## config.mk

```make
export PLATFORM = sky130hd
export DESIGN_NAME = nic_mac_reset_sequencer
export DESIGN_NICKNAME = d
export VERILOG_FILES = /design/src/rtl/nic_mac_reset_sequencer.sv
export SDC_FILE = /design/constraint.sdc
export NUM_CORES = 1
export LEC_CHECK = 0
export BUFFER_PORTS_ARGS = -buffer_cell sky130_fd_sc_hd__buf_2
export CAP_MARGIN = 20
export CORE_UTILIZATION = 40
export CTS_BUF_LIST = sky130_fd_sc_hd__clkbuf_4 sky130_fd_sc_hd__clkbuf_8
export CTS_CLUSTER_DIAMETER = 120
export DETAILED_ROUTE_END_ITERATION = 8
export PLACE_DENSITY = 0.66
export SYNTH_ARGS = -nofsm -noshare
export SYNTH_HDL_FRONTEND = slang
export SYNTH_SLANG_ARGS = --single-unit
```

## constraint.sdc

```tcl
create_clock -name clk -period 5 [get_ports clk]
set_input_delay 0.25 -clock clk [delete_from_list [all_inputs] [get_ports clk]]
set_output_delay 0.25 -clock clk [all_outputs]
set_load 0.02 [all_outputs]
```

## src/rtl/nic_mac_reset_sequencer.sv

```systemverilog
// nic_mac_reset_sequencer: sequences the Ethernet MAC active-low reset for the NIC core.
// Commands (NOP/PULSE/HOLD/RELEASE) arrive on a req/ack pipe. The MAC reset is held,
// pulsed for ASSERT_CYCLES, or released through a SETTLE_CYCLES interval before
// mac_ready. Every state change is reported as a byte on the status pipe.
// Optional feature macro: MAC_LINK_WATCHDOG_EN adds a link-loss watchdog that
// re-pulses the MAC after LINK_DOWN_CYCLES consecutive link-down cycles in RUN.
module nic_mac_reset_sequencer #(
    parameter int unsigned ASSERT_CYCLES    = 64,
    parameter int unsigned SETTLE_CYCLES    = 256,
    parameter int unsigned LINK_DOWN_CYCLES = 1024,
    parameter int unsigned CNT_W            = 16
) (
    input  logic       clk,
    input  logic       reset,
    input  logic [7:0] MAC_CTRL_pipe_data,
    input  logic       MAC_CTRL_pipe_req,
    output logic       MAC_CTRL_pipe_ack,
    output logic [7:0] MAC_STATUS_pipe_data,
    output logic       MAC_STATUS_pipe_req,
    input  logic       MAC_STATUS_pipe_ack,
    input  logic       mac_link_up,
    output logic       NIC_TO_MAC_RESET_N,
    output logic       mac_ready
);

    localparam int unsigned RC_W = 3;

    localparam logic [CNT_W-1:0] ASSERT_LOAD = CNT_W'(ASSERT_CYCLES - 1);
    localparam logic [CNT_W-1:0] SETTLE_LOAD = CNT_W'(SETTLE_CYCLES - 1);

    localparam logic [1:0] CMD_NOP     = 2'b00;
    localparam logic [1:0] CMD_PULSE   = 2'b01;
    localparam logic [1:0] CMD_HOLD    = 2'b10;
    localparam logic [1:0] CMD_RELEASE = 2'b11;

    typedef enum logic [1:0] {
        ST_HELD   = 2'd0,
        ST_ASSERT = 2'd1,
        ST_SETTLE = 2'd2,
        ST_RUN    = 2'd3
    } state_t;

    state_t            state_q, state_d;
    logic [CNT_W-1:0]  cnt_q, cnt_d;
    logic [RC_W-1:0]   rcnt_q, rcnt_d;
    logic              rst_n_q;
    logic              ready_q;
    logic              ack_q;
    logic [7:0]        st_data_q, st_data_d;
    logic              st_req_q, st_req_d;

    logic [1:0]        cmd;
    logic              cmd_accept;
    logic              settle_done;
    logic              wd_trig;
    logic              push;
    logic              st_take;

    assign cmd        = MAC_CTRL_pipe_data[1:0];
    assign cmd_accept = MAC_CTRL_pipe_req & ack_q;
    assign st_take    = st_req_q & MAC_STATUS_pipe_ack;

`ifdef MAC_LINK_WATCHDOG_EN
    localparam logic [CNT_W-1:0] WD_LAST = CNT_W'(LINK_DOWN_CYCLES - 1);

    logic [CNT_W-1:0] wd_cnt_q, wd_cnt_d;
    logic             unused_cfg;

    assign unused_cfg = ^MAC_CTRL_pipe_data[7:2];

    // Watchdog: count consecutive link-down cycles in RUN; a command in the trigger cycle wins
    always_comb begin
        wd_trig  = 1'b0;
        wd_cnt_d = '0;
        if (state_q == ST_RUN && !mac_link_up) begin
            if (wd_cnt_q == WD_LAST) begin
                wd_trig = !cmd_accept;
            end else begin
                wd_cnt_d = wd_cnt_q + CNT_W'(1);
            end
        end
    end

    // Watchdog counter register; cleared whenever the FSM is not staying in RUN
    always_ff @(posedge clk) begin
        if (reset) begin
            wd_cnt_q <= '0;
        end else if (state_d == ST_RUN) begin
            wd_cnt_q <= wd_cnt_d;
        end else begin
            wd_cnt_q <= '0;
        end
    end
`else
    logic unused_cfg;

    assign unused_cfg = ^{MAC_CTRL_pipe_data[7:2], 32'(LINK_DOWN_CYCLES)};
    assign wd_trig    = 1'b0;
`endif

    // Next-state, shared down-counter and reset_count
    always_comb begin
        state_d     = state_q;
        cnt_d       = cnt_q;
        rcnt_d      = rcnt_q;
        settle_done = 1'b0;
        case (state_q)
            ST_HELD: begin
                if (cmd_accept) begin
                    case (cmd)
                        CMD_PULSE: begin
                            state_d = ST_ASSERT;
                            cnt_d   = ASSERT_LOAD;
                        end
                        CMD_RELEASE: begin
                            state_d = ST_SETTLE;
                            cnt_d   = SETTLE_LOAD;
                        end
                        default: begin
                            state_d = ST_HELD;
                        end
                    endcase
                end
            end
            ST_RUN: begin
                if (cmd_accept) begin
                    case (cmd)
                        CMD_PULSE: begin
                            state_d = ST_ASSERT;
                            cnt_d   = ASSERT_LOAD;
                        end
                        CMD_HOLD: begin
                            state_d = ST_HELD;
                        end
                        default: begin
                            state_d = ST_RUN;
                        end
                    endcase
                end else if (wd_trig) begin
                    state_d = ST_ASSERT;
                    cnt_d   = ASSERT_LOAD;
                end
            end
            ST_ASSERT: begin
                if (cnt_q == '0) begin
                    state_d = ST_SETTLE;
                    cnt_d   = SETTLE_LOAD;
                    rcnt_d  = rcnt_q + RC_W'(1);
                end else begin
                    cnt_d = cnt_q - CNT_W'(1);
                end
            end
            ST_SETTLE: begin
                if (cnt_q == '0) begin
                    state_d     = ST_RUN;
                    settle_done = 1'b1;
                end else begin
                    cnt_d = cnt_q - CNT_W'(1);
                end
            end
            default: begin
                state_d = ST_HELD;
                cnt_d   = '0;
            end
        endcase
    end

    assign push = cmd_accept | wd_trig | settle_done;

    // Single-entry status register; overwriting an untaken byte marks overflow
    always_comb begin
        st_req_d  = st_req_q;
        st_data_d = st_data_q;
        if (push) begin
            st_req_d  = 1'b1;
            st_data_d = {st_req_q & ~st_take, mac_link_up, 2'(state_d), 1'b0, rcnt_d};
        end else if (st_take) begin
            st_req_d = 1'b0;
        end
    end

    // State, counters, status and registered outputs derived from next-state
    always_ff @(posedge clk) begin
        if (reset) begin
            state_q   <= ST_HELD;
            cnt_q     <= '0;
            rcnt_q    <= '0;
            rst_n_q   <= 1'b0;
            ready_q   <= 1'b0;
            ack_q     <= 1'b1;
            st_req_q  <= 1'b0;
            st_data_q <= '0;
        end else begin
            state_q   <= state_d;
            cnt_q     <= cnt_d;
            rcnt_q    <= rcnt_d;
            rst_n_q   <= (state_d == ST_SETTLE) || (state_d == ST_RUN);
            ready_q   <= (state_d == ST_RUN);
            ack_q     <= (state_d == ST_HELD) || (state_d == ST_RUN);
            st_req_q  <= st_req_d;
            st_data_q <= st_data_d;
        end
    end

    assign MAC_CTRL_pipe_ack    = ack_q;
    assign MAC_STATUS_pipe_data = st_data_q;
    assign MAC_STATUS_pipe_req  = st_req_q;
    assign NIC_TO_MAC_RESET_N   = rst_n_q;
    assign mac_ready            = ready_q;

endmodule

```

## Word level (Yosys, flattened, before mapping)

Index checks and enable logic that the tools add are counted.

- Add/subtract/negate cells: 2
- Multiply operators: 0
- Div/mod/pow operators: 0
- Order comparisons: 0
- Equality and inequality tests: 13
- Shift operators: 0
- Mux-type cells: 20
- Bitwise logic cells: 5
- Reduce and logical (&&, ||, !) cells: 7

Operator list:

| kind | count |
|---|---|
| $mux W16 | 5 |
| $pmux W16 S4 | 1 |
| $pmux W16 S2 | 1 |
| $logic_not A16 Y1 | 1 |
| $sub A16 B1 Y16 const B | 1 |
| $eq A2 B2 Y1 const B | 6 |
| $mux W2 | 4 |
| $pmux W2 S2 | 2 |
| $pmux W2 S4 | 1 |
| $mux W3 | 2 |
| $ne A2 B2 Y1 const B | 3 |
| $reduce_and A5 Y1 | 1 |
| $eq A2 B1 Y1 const B | 2 |
| $logic_not A2 Y1 | 2 |
| $mux W1 | 4 |
| $add A3 B1 Y3 const B | 1 |
| $and A1 B1 Y1 | 3 |
| $ne A3 B2 Y1 const B | 1 |
| $logic_or A1 B1 Y1 | 2 |
| $ne A2 B1 Y1 const B | 1 |
| $reduce_bool A2 Y1 | 1 |
| $not A1 Y1 | 1 |
| $or A1 B1 Y1 | 1 |

- Flip-flop bits (word level): 32
- Latch bits: 0
- RAM bits: 0
- Bits in read-only memories: 0
- Input port bits: 13
- Output and inout port bits: 12
- Word-level logic and storage cells: 55
- Memories kept: 0

## Longest topological paths before layout

Gate-level depths: netlist (run 1).

- Depth in word-level cells: 6
- Depth in mapped cells: 9
- Mapped depth without buffers: 8

## Least setup slack after synthesis (run 1)

No wires, ideal clock.

- Kind: register to register
- Start: reg cnt_q[0]
- End: reg ack_q (netlist: MAC_CTRL_pipe_ack)
- Setup time: 59 ps
- Data arrival time: 1914 ps
- Required time: 4941 ps
- Setup slack: 3027 ps
- Cell stages (with the launch flop): 10
- Path buffers: 1
- Clock period less this slack: 1973 ps
- Cells stage by stage: dfxtp_1 inv_1 ha_1 or3b_1 buf_6 nor4_2 a21oi_1 o31ai_2 ha_1 nand2b_1

- Word-level cells in the longest chain between the ends: 5
- Elaborated cells on any way between the ends: 7
- Classes of those cells: eq/ne (1); mux (3); reduce/logical (3)

Ends and longest elaborated chain:

| what | RTL line | RTL |
|---|---|---|
| start: declaration | 44 | `logic [CNT_W-1:0] cnt_q, cnt_d;` |
| start signal: assignment | 195 | `cnt_q <= cnt_d;` |
| $logic_not A16 Y1 (*) | 145, 154 |  |
| $mux W2 (on tied branches) | 154, 145 |  |
| $pmux W2 S4 (*) | 107 | `case (state_q)` |
| via state_d[0] | 43 | `state_t state_q, state_d;` |
| $eq A2 B2 Y1 or $logic_not A2 Y1 (tied branches) | 199 | `ack_q <= (state_d == ST_HELD) \|\| (state_d == ST_RUN);` |
| $logic_or A1 B1 Y1 (*) | 199 |  |
| end signal: assignment | 199 |  |
| end: declaration | 48 | `logic ack_q;` |

The timed path passes the listed nets; every way through them passes the cells marked *.
A chain may end at the register's enable or synchronous reset.

## Final worst setup path (run 1)

Same ends and word-level chain as after synthesis.

==> metrics.yaml, run 1 <==
global_routing:
  antenna_found_initial: 0
  met2_usage_pct: 28.2
  grt.busiest_layer: "met2"
  globalRouteMet3Util_pct: 6.42
  grt_pass1_vias: 1363
  grt_overflow_total: 0
  grt_pass1_wl_um: 6320
  grt_max_degree: 26
  use_met1_pct: 24.7
  grt.total_usage_pct: 18.7
detailed_routing:
  wire_per_inst_um: 14.0
  ant_nets: 0
  dr.pass1.iters: 4
  viasPerCell: 5.63
  drcViolationCount: 0
  wl_um: 3680
  detailedRoute.firstIterationViolations: 59
  vias: 1480
layout:
  n_fill_cell: 414
  fin_nets: 231
  area_delta_synth_final_pct: 12.5
  drive_gt1_share_pct: 20.2
  multi_input_area_um2: 1050
  seqCellArea_um2: 621
  diodes: 0
pwr:
  ir_worst_vdd_uv: 349
  leakagePower_nw: 0.765
  power_density_nw_per_um2: 719
  fin_total_pwr_w: 0.00140
synthesis:
  syn-mean-instance-area_um2: 8.90
  yosysMostFrequentCell: "dfxtp_1"
  yosys_warnings: 0
  synthTopCellsByCount: "31 x dfxtp_1, 21 x nor2_1, 11 x a21oi_1, 10 x nand2_1"
  synthCells: 194
  yosysUniqueCellTypes: 56
  synth_ff_type: "dfxtp_1"
  ys_seq_elements: 31
  netlist_area_um2: 1730
  ys_seq_area_share_pct: 35.9
  synth_edf_count: 0
  synth_largest_area_cell: "dfxtp_1"
  synth_nets: 213
  yosysTopAreaCellShare_pct: 35.9
  synthArstFlopShare_pct: 0
  synth_area_leaders: "dfxtp_1 36%, nor2_1 4.6%, ha_1 4.3%"
die:
  num_io_pins: 25
  coreArea_um2: 4090
  fp.dieH_um: 67.7
  rows: 23
  die_area_um2: 4580
  initial_core_util_pct: 42.3
  die_w_um: 67.7
critical_path:
  cp_max_fo: 9
  crit_path_end_kind: "register"
  crit_type: "register to register"
  critPathLaunch: "cnt_q[0]$_SDFFE_PP0P_"
  required_ns: 5.23
  r2r-start: "cnt_q[0]$_SDFFE_PP0P_"
  r2r_slack_ns: 2.64
  start_kind: "register"
  critPathArrivalTime_ns: 2.59
timing:
  slew_viol_final: 0
  maxSlewHeadroom_pct: 62.4
  setup-tns-final_ns: 0
  setup_viol: 0
  fin_crit_sh_pct: 47.3
  finalCriticalPeriod_ns: 2.36
  fmax_ghz: 0.423
  grt_setup_unrepaired: "no"
  finalHoldViolCount: 0
  skew_ns: 0.00599
  worst-slew-pin-transition_ns: 0.558
clock_network:
  cts_tree: "built"
  ctsLongestPathBuffers: 2
  root_buffer: "clkbuf_8"
  clk_pin_slew_ns: 0.07
  cts-hold-fix-buffers: 0
  cts_resized: 0
  cts_sinks: 31
  cts_max_level: 2
  clock_latency_ns: 0.28
  cts_buffers: 5
  cts_setup_buffers: 0
min_path:
  holdCritPathClass: "input port to register"
  hold_start: "mac_link_up"
place:
  numPortBuffers: 17
  place.gp.congestion: 0.916
  dp_hpwl_um: 2700
run_status:
  status: "complete, no violations"
job:
  max_cap_viol_count: 0
[worst max-delay path, cell delays in order, from the launching register on]
cell	delay [ns]
dfxtp_1	0.35
inv_1	0.07
ha_1	0.18
or3b_1	0.55
nor4_2	0.39
a21oi_1	0.13
o31ai_2	0.28
ha_1	0.29
nand2b_1	0.07
[power by group]
| part | switching, W | internal [W] | leakage [nW] |
|---|---|---|---|
| sequential | 0.0000984 | 0.000326 | 0.254 |
| combinational | 0.000463 | 0.000286 | 0.460 |
| clock | 0.0000982 | 0.000125 | 0.0505 |
| total | 0.000660 | 0.000737 | 0.765 |
[registers in the layout, summed over array words and instances (netlist names)]
name                  cells
state_q                   2
MAC_STATUS_pipe_data      7
MAC_CTRL_pipe_ack         1
rcnt_q                    3
mac_ready                 1
cnt_q                    16
MAC_STATUS_pipe_req       1
[layer usage]
metal | part of all wire (%) | up-vias
met1 | 46 | 702
met5 | 0 | -
met3 | 4.1 | 6
met2 | 49 | 27
met4 | 1.1 | 0
li1 | - | 745
[kinds of logic (layout without fill, tap and decap cells)]
kind of cell	Yosys count	after routing	share of synthesized area, %
AO/OA/AOI/OAI	44	44	19.3
buffers and inverters	12	31	3.33
other	1	1	0.217
XOR/XNOR	9	9	4.57
flip-flops	31	31	35.9
AND/OR/NAND/NOR	88	88	30.6
adder cells (fa/ha/maj)	6	6	4.35
multiplexers	3	3	1.74
[final timing paths]
check,cells past startpoint,endpoint
max,8,MAC_CTRL_pipe_ack$_SDFF_PP1_
min,3,MAC_STATUS_pipe_data[6]$_SDFFE_PP0P_
max reg2reg,8,MAC_CTRL_pipe_ack$_SDFF_PP1_
min reg2reg,2,MAC_STATUS_pipe_data[7]$_SDFFE_PP0P_
[cell type report]
type,instances,area share [%]
Multi-Input combinational cell,151,54.0
Sequential cell,31,31.9
Clock buffer,7,4.96
Timing Repair Buffer,17,4.38
Tap cell,50,3.22
Inverter,6,1.16
Clock inverter,1,0.386
[cell usage in the layout (no fill, tap or decap), drive strengths merged, types with 2 or more instances in the layout]
master   n
ha       6
mux2i    3
inv      6
nand3b   2
or3      6
xnor2    2
or4      4
nand2b   5
nor3     9
xor2     7
o21ai    4
nand3    9
nand4    4
o211ai   5
buf     17
a31oi    4
clkbuf   7
nor4     6
a211oi   4
o31ai    4
a21oi   11
nor2b    7
nand2   10
dfxtp   31
nor2    21
[through the flow]
step / utilization, % / hold slack [ns] / worst slack, ns / std cells / instance area [um2]
after floorplan: - / 0.322 / 3.03 / 194 / 1730
after global placement: 45.0 / 0.471 / 2.73 / 255 / 1840
after detailed placement: 45.0 / 0.479 / 2.67 / 255 / 1840
after CTS: 47.6 / 0.194 / 2.63 / 263 / 1940
after global routing: 47.6 / 0.220 / 2.45 / 263 / 1940
final: 47.6 / 0.203 / 2.64 / 263 / 1940
(Power assumes the default switching activity.)
==> run 2, diff against run 1 <==
--- a/config.mk
+++ b/config.mk
@@ -5,13 +5,14 @@
 export SDC_FILE = /design/constraint.sdc
 export NUM_CORES = 1
 export LEC_CHECK = 0
+export ABC_AREA = 1
 export BUFFER_PORTS_ARGS = -buffer_cell sky130_fd_sc_hd__buf_2
 export CAP_MARGIN = 20
 export CORE_UTILIZATION = 40
 export CTS_BUF_LIST = sky130_fd_sc_hd__clkbuf_4 sky130_fd_sc_hd__clkbuf_8
 export CTS_CLUSTER_DIAMETER = 120
 export DETAILED_ROUTE_END_ITERATION = 8
-export PLACE_DENSITY = 0.66
+export PLACE_DENSITY = 0.68
 export SYNTH_ARGS = -nofsm -noshare
 export SYNTH_HDL_FRONTEND = slang
 export SYNTH_SLANG_ARGS = --single-unit
==> constraint.sdc (replaced) <==
create_clock -name clk -period 2.1 [get_ports clk]
set_input_delay 0.105 -clock clk [delete_from_list [all_inputs] [get_ports clk]]
set_output_delay 0.105 -clock clk [all_outputs]
set_load 0.02 [all_outputs]
==> metrics.yaml, run 2 <==
clock_network:
  cts-hold-fix-buffers: 0
  cts_max_level: 2
  clock_latency_ns: 0.29
  cts_buffers: 5
  cts_tree: "built"
  root_buffer: "clkbuf_8"
  clk_pin_slew_ns: 0.07
  cts_setup_buffers: 0
  ctsLongestPathBuffers: 2
  cts_sinks: 31
  cts_resized: 0
synthesis:
  yosysUniqueCellTypes: 31
  synth_compound_gate_area_share_pct: 10.9
  synth_largest_area_cell: "dfxtp_1"
  synth_edf_count: 0
  yosysMostFrequentCell: "nand2_1"
  synth_area_leaders: "dfxtp_1 35%, nand2_1 11%, inv_1 8.7%"
  synth_fa_ha_area_share_pct: 4.27
  yosys.area_share.simple_pct: 35.3
  synthCells: 258
  synthArstFlopShare_pct: 0
  synth_nets: 277
  synth_top_family_by_area: "simple AND/OR/NAND/NOR gates"
  ys_seq_elements: 31
  synth_xor_area_share_pct: 1.99
  synth_mux_area_share_pct: 0
  yosys_warnings: 0
  netlist_area_um2: 1760
  synthTopCellsByCount: "52 x nand2_1, 41 x inv_1, 40 x nor2_1, 31 x dfxtp_1, 18 x o21ai_0"
  ys_seq_area_share_pct: 35.3
  yosysTopAreaCellShare_pct: 35.3
  syn-mean-instance-area_um2: 6.82
  synth_ff_type: "dfxtp_1"
critical_path:
  required_ns: 2.26
  cp_max_fo: 4
  critPathArrivalTime_ns: 2.03
  crit_path_end_kind: "register"
  crit_type: "register to register"
  start_kind: "register"
  r2r_slack_ns: 0.23
pwr:
  power_density_nw_per_um2: 1210
  leakagePower_nw: 0.970
  ir_worst_vdd_uv: 651
  fin_total_pwr_w: 0.00239
global_routing:
  grt.total_usage_pct: 18.1
  grt_max_degree: 17
  grt_pass1_wl_um: 6200
  grt_pass1_vias: 1469
  antenna_found_initial: 0
  grt_overflow_total: 0
detailed_routing:
  vias: 1548
  drcViolationCount: 0
  dr.pass1.iters: 4
  detailedRoute.firstIterationViolations: 56
  viasPerCell: 4.72
  ant_nets: 0
  wire_per_inst_um: 10.8
  wl_um: 3530
layout:
  drive_gt1_share_pct: 15.5
  mostFrequentLayoutCell: "nand2_1"
  diodes: 0
  largest_reg_flops: 16
  top_register: "cnt_q"
  fin_nets: 296
  area_delta_synth_final_pct: 12.7
  n_fill_cell: 420
  final_cell_mix: "52 x nand2_1, 41 x inv_1, 40 x nor2_1, 31 x dfxtp_1, 18 x o21ai_0"
die:
  initial_core_util_pct: 42.7
  coreArea_um2: 4120
  fp.dieH_um: 68.3
  die_area_um2: 4670
  die_w_um: 68.3
  rows: 23
  num_io_pins: 25
timing:
  fmax_ghz: 0.534
  skew_ns: 0.00688
  fin_crit_sh_pct: 89.1
  setup-tns-final_ns: 0
  grt_setup_unrepaired: "no"
  finalCriticalPeriod_ns: 1.87
  finalHoldViolCount: 0
  slew_viol_final: 0
  setup_viol: 0
place:
  dp_hpwl_um: 2630
  numPortBuffers: 17
  place.gp.congestion: 0.862
job:
  max_cap_viol_count: 0
min_path:
  holdCritPathClass: "input port to register"
run_status:
  status: "complete, no violations"
[run 2: path summary, 6_finish.rpt]
| check | start | depth (start not counted) | to |
|---|---|---|---|
| worst max register to register | cnt_q[0]$_SDFFE_PP0P_ | 11 | MAC_CTRL_pipe_ack$_SDFF_PP1_ |
| worst min register to register | rcnt_q[2]$_SDFF_PP0_ | 2 | rcnt_q[2]$_SDFF_PP0_ |
| worst min-delay path | mac_link_up | 3 | MAC_STATUS_pipe_data[6]$_SDFFE_PP0P_ |
| worst max-delay path | cnt_q[0]$_SDFFE_PP0P_ | 11 | MAC_CTRL_pipe_ack$_SDFF_PP1_ |
[run 2: report_power, final]
part	leakage (nW)	internal (W)	switching, W	total (W)
clock network	0.0612	0.000384	0.000232	0.000615
registers	0.254	0.000699	0.0000878	0.000786
logic	0.655	0.000326	0.000667	0.000993
total	0.970	0.00141	0.000986	0.00239
[run 2: cell families (layout without fill, tap and decap cells)]
| logic type | after synthesis | in the layout |
|---|---|---|
| fa+ha+maj | 6 | 6 |
| flops | 31 | 31 |
| simple gates | 129 | 129 |
| compound gates | 38 | 38 |
| buf+inv | 49 | 69 |
| xor+xnor | 4 | 4 |
| other cells | 1 | 1 |
[run 2: worst max-delay path, stage by stage, from the launching register on]
cell and delay (ns):
dfxtp_1 0.30, inv_1 0.10, ha_1 0.23, nand2_2 0.11, nor2_4 0.16, nand2_1 0.10
o21ai_0 0.21, inv_1 0.06, nor2_1 0.12, inv_1 0.06, ha_1 0.26, nand2_1 0.05
[run 2: cell type report]
| cell class | instances | area, um2 | share of cell area (%) |
|---|---|---|---|
| Timing Repair Buffer | 17 | 85.1 | 4.29 |
| Multi-Input combinational cell | 178 | 927 | 46.8 |
| Clock inverter | 2 | 35.0 | 1.77 |
| Tap cell | 50 | 62.6 | 3.15 |
| Clock buffer | 6 | 82.6 | 4.16 |
| Inverter | 44 | 170 | 8.58 |
| Sequential cell | 31 | 621 | 31.3 |
[run 2: stage by stage]
step | cells | util, % | setup WS [ns] | area [um2] | hold WS, ns
2_1_floorplan | 258 | - | 0.397 | 1760 | 0.240
3_3_place_gp | 320 | 45.3 | 0.266 | 1870 | 0.336
3_5_place_dp | 320 | 45.3 | 0.244 | 1870 | 0.337
4_1_cts | 328 | 48.2 | 0.219 | 1980 | 0.0401
5_1_grt | 328 | 48.2 | 0.0230 | 1980 | 0.0627
6_report | 328 | 48.2 | 0.228 | 1980 | 0.0516
[run 2: per-layer routing]
| layer | vias to the layer above | wire, um | GRT usage (%) |
|---|---|---|---|
| met5 | - | 0 | 0 |
| met4 | 0 | 67 | 9.38 |
| met3 | 6 | 110 | 3.50 |
| met2 | 20 | 1650 | 31.6 |
| met1 | 685 | 1700 | 20.6 |
| li1 | 837 | - | - |
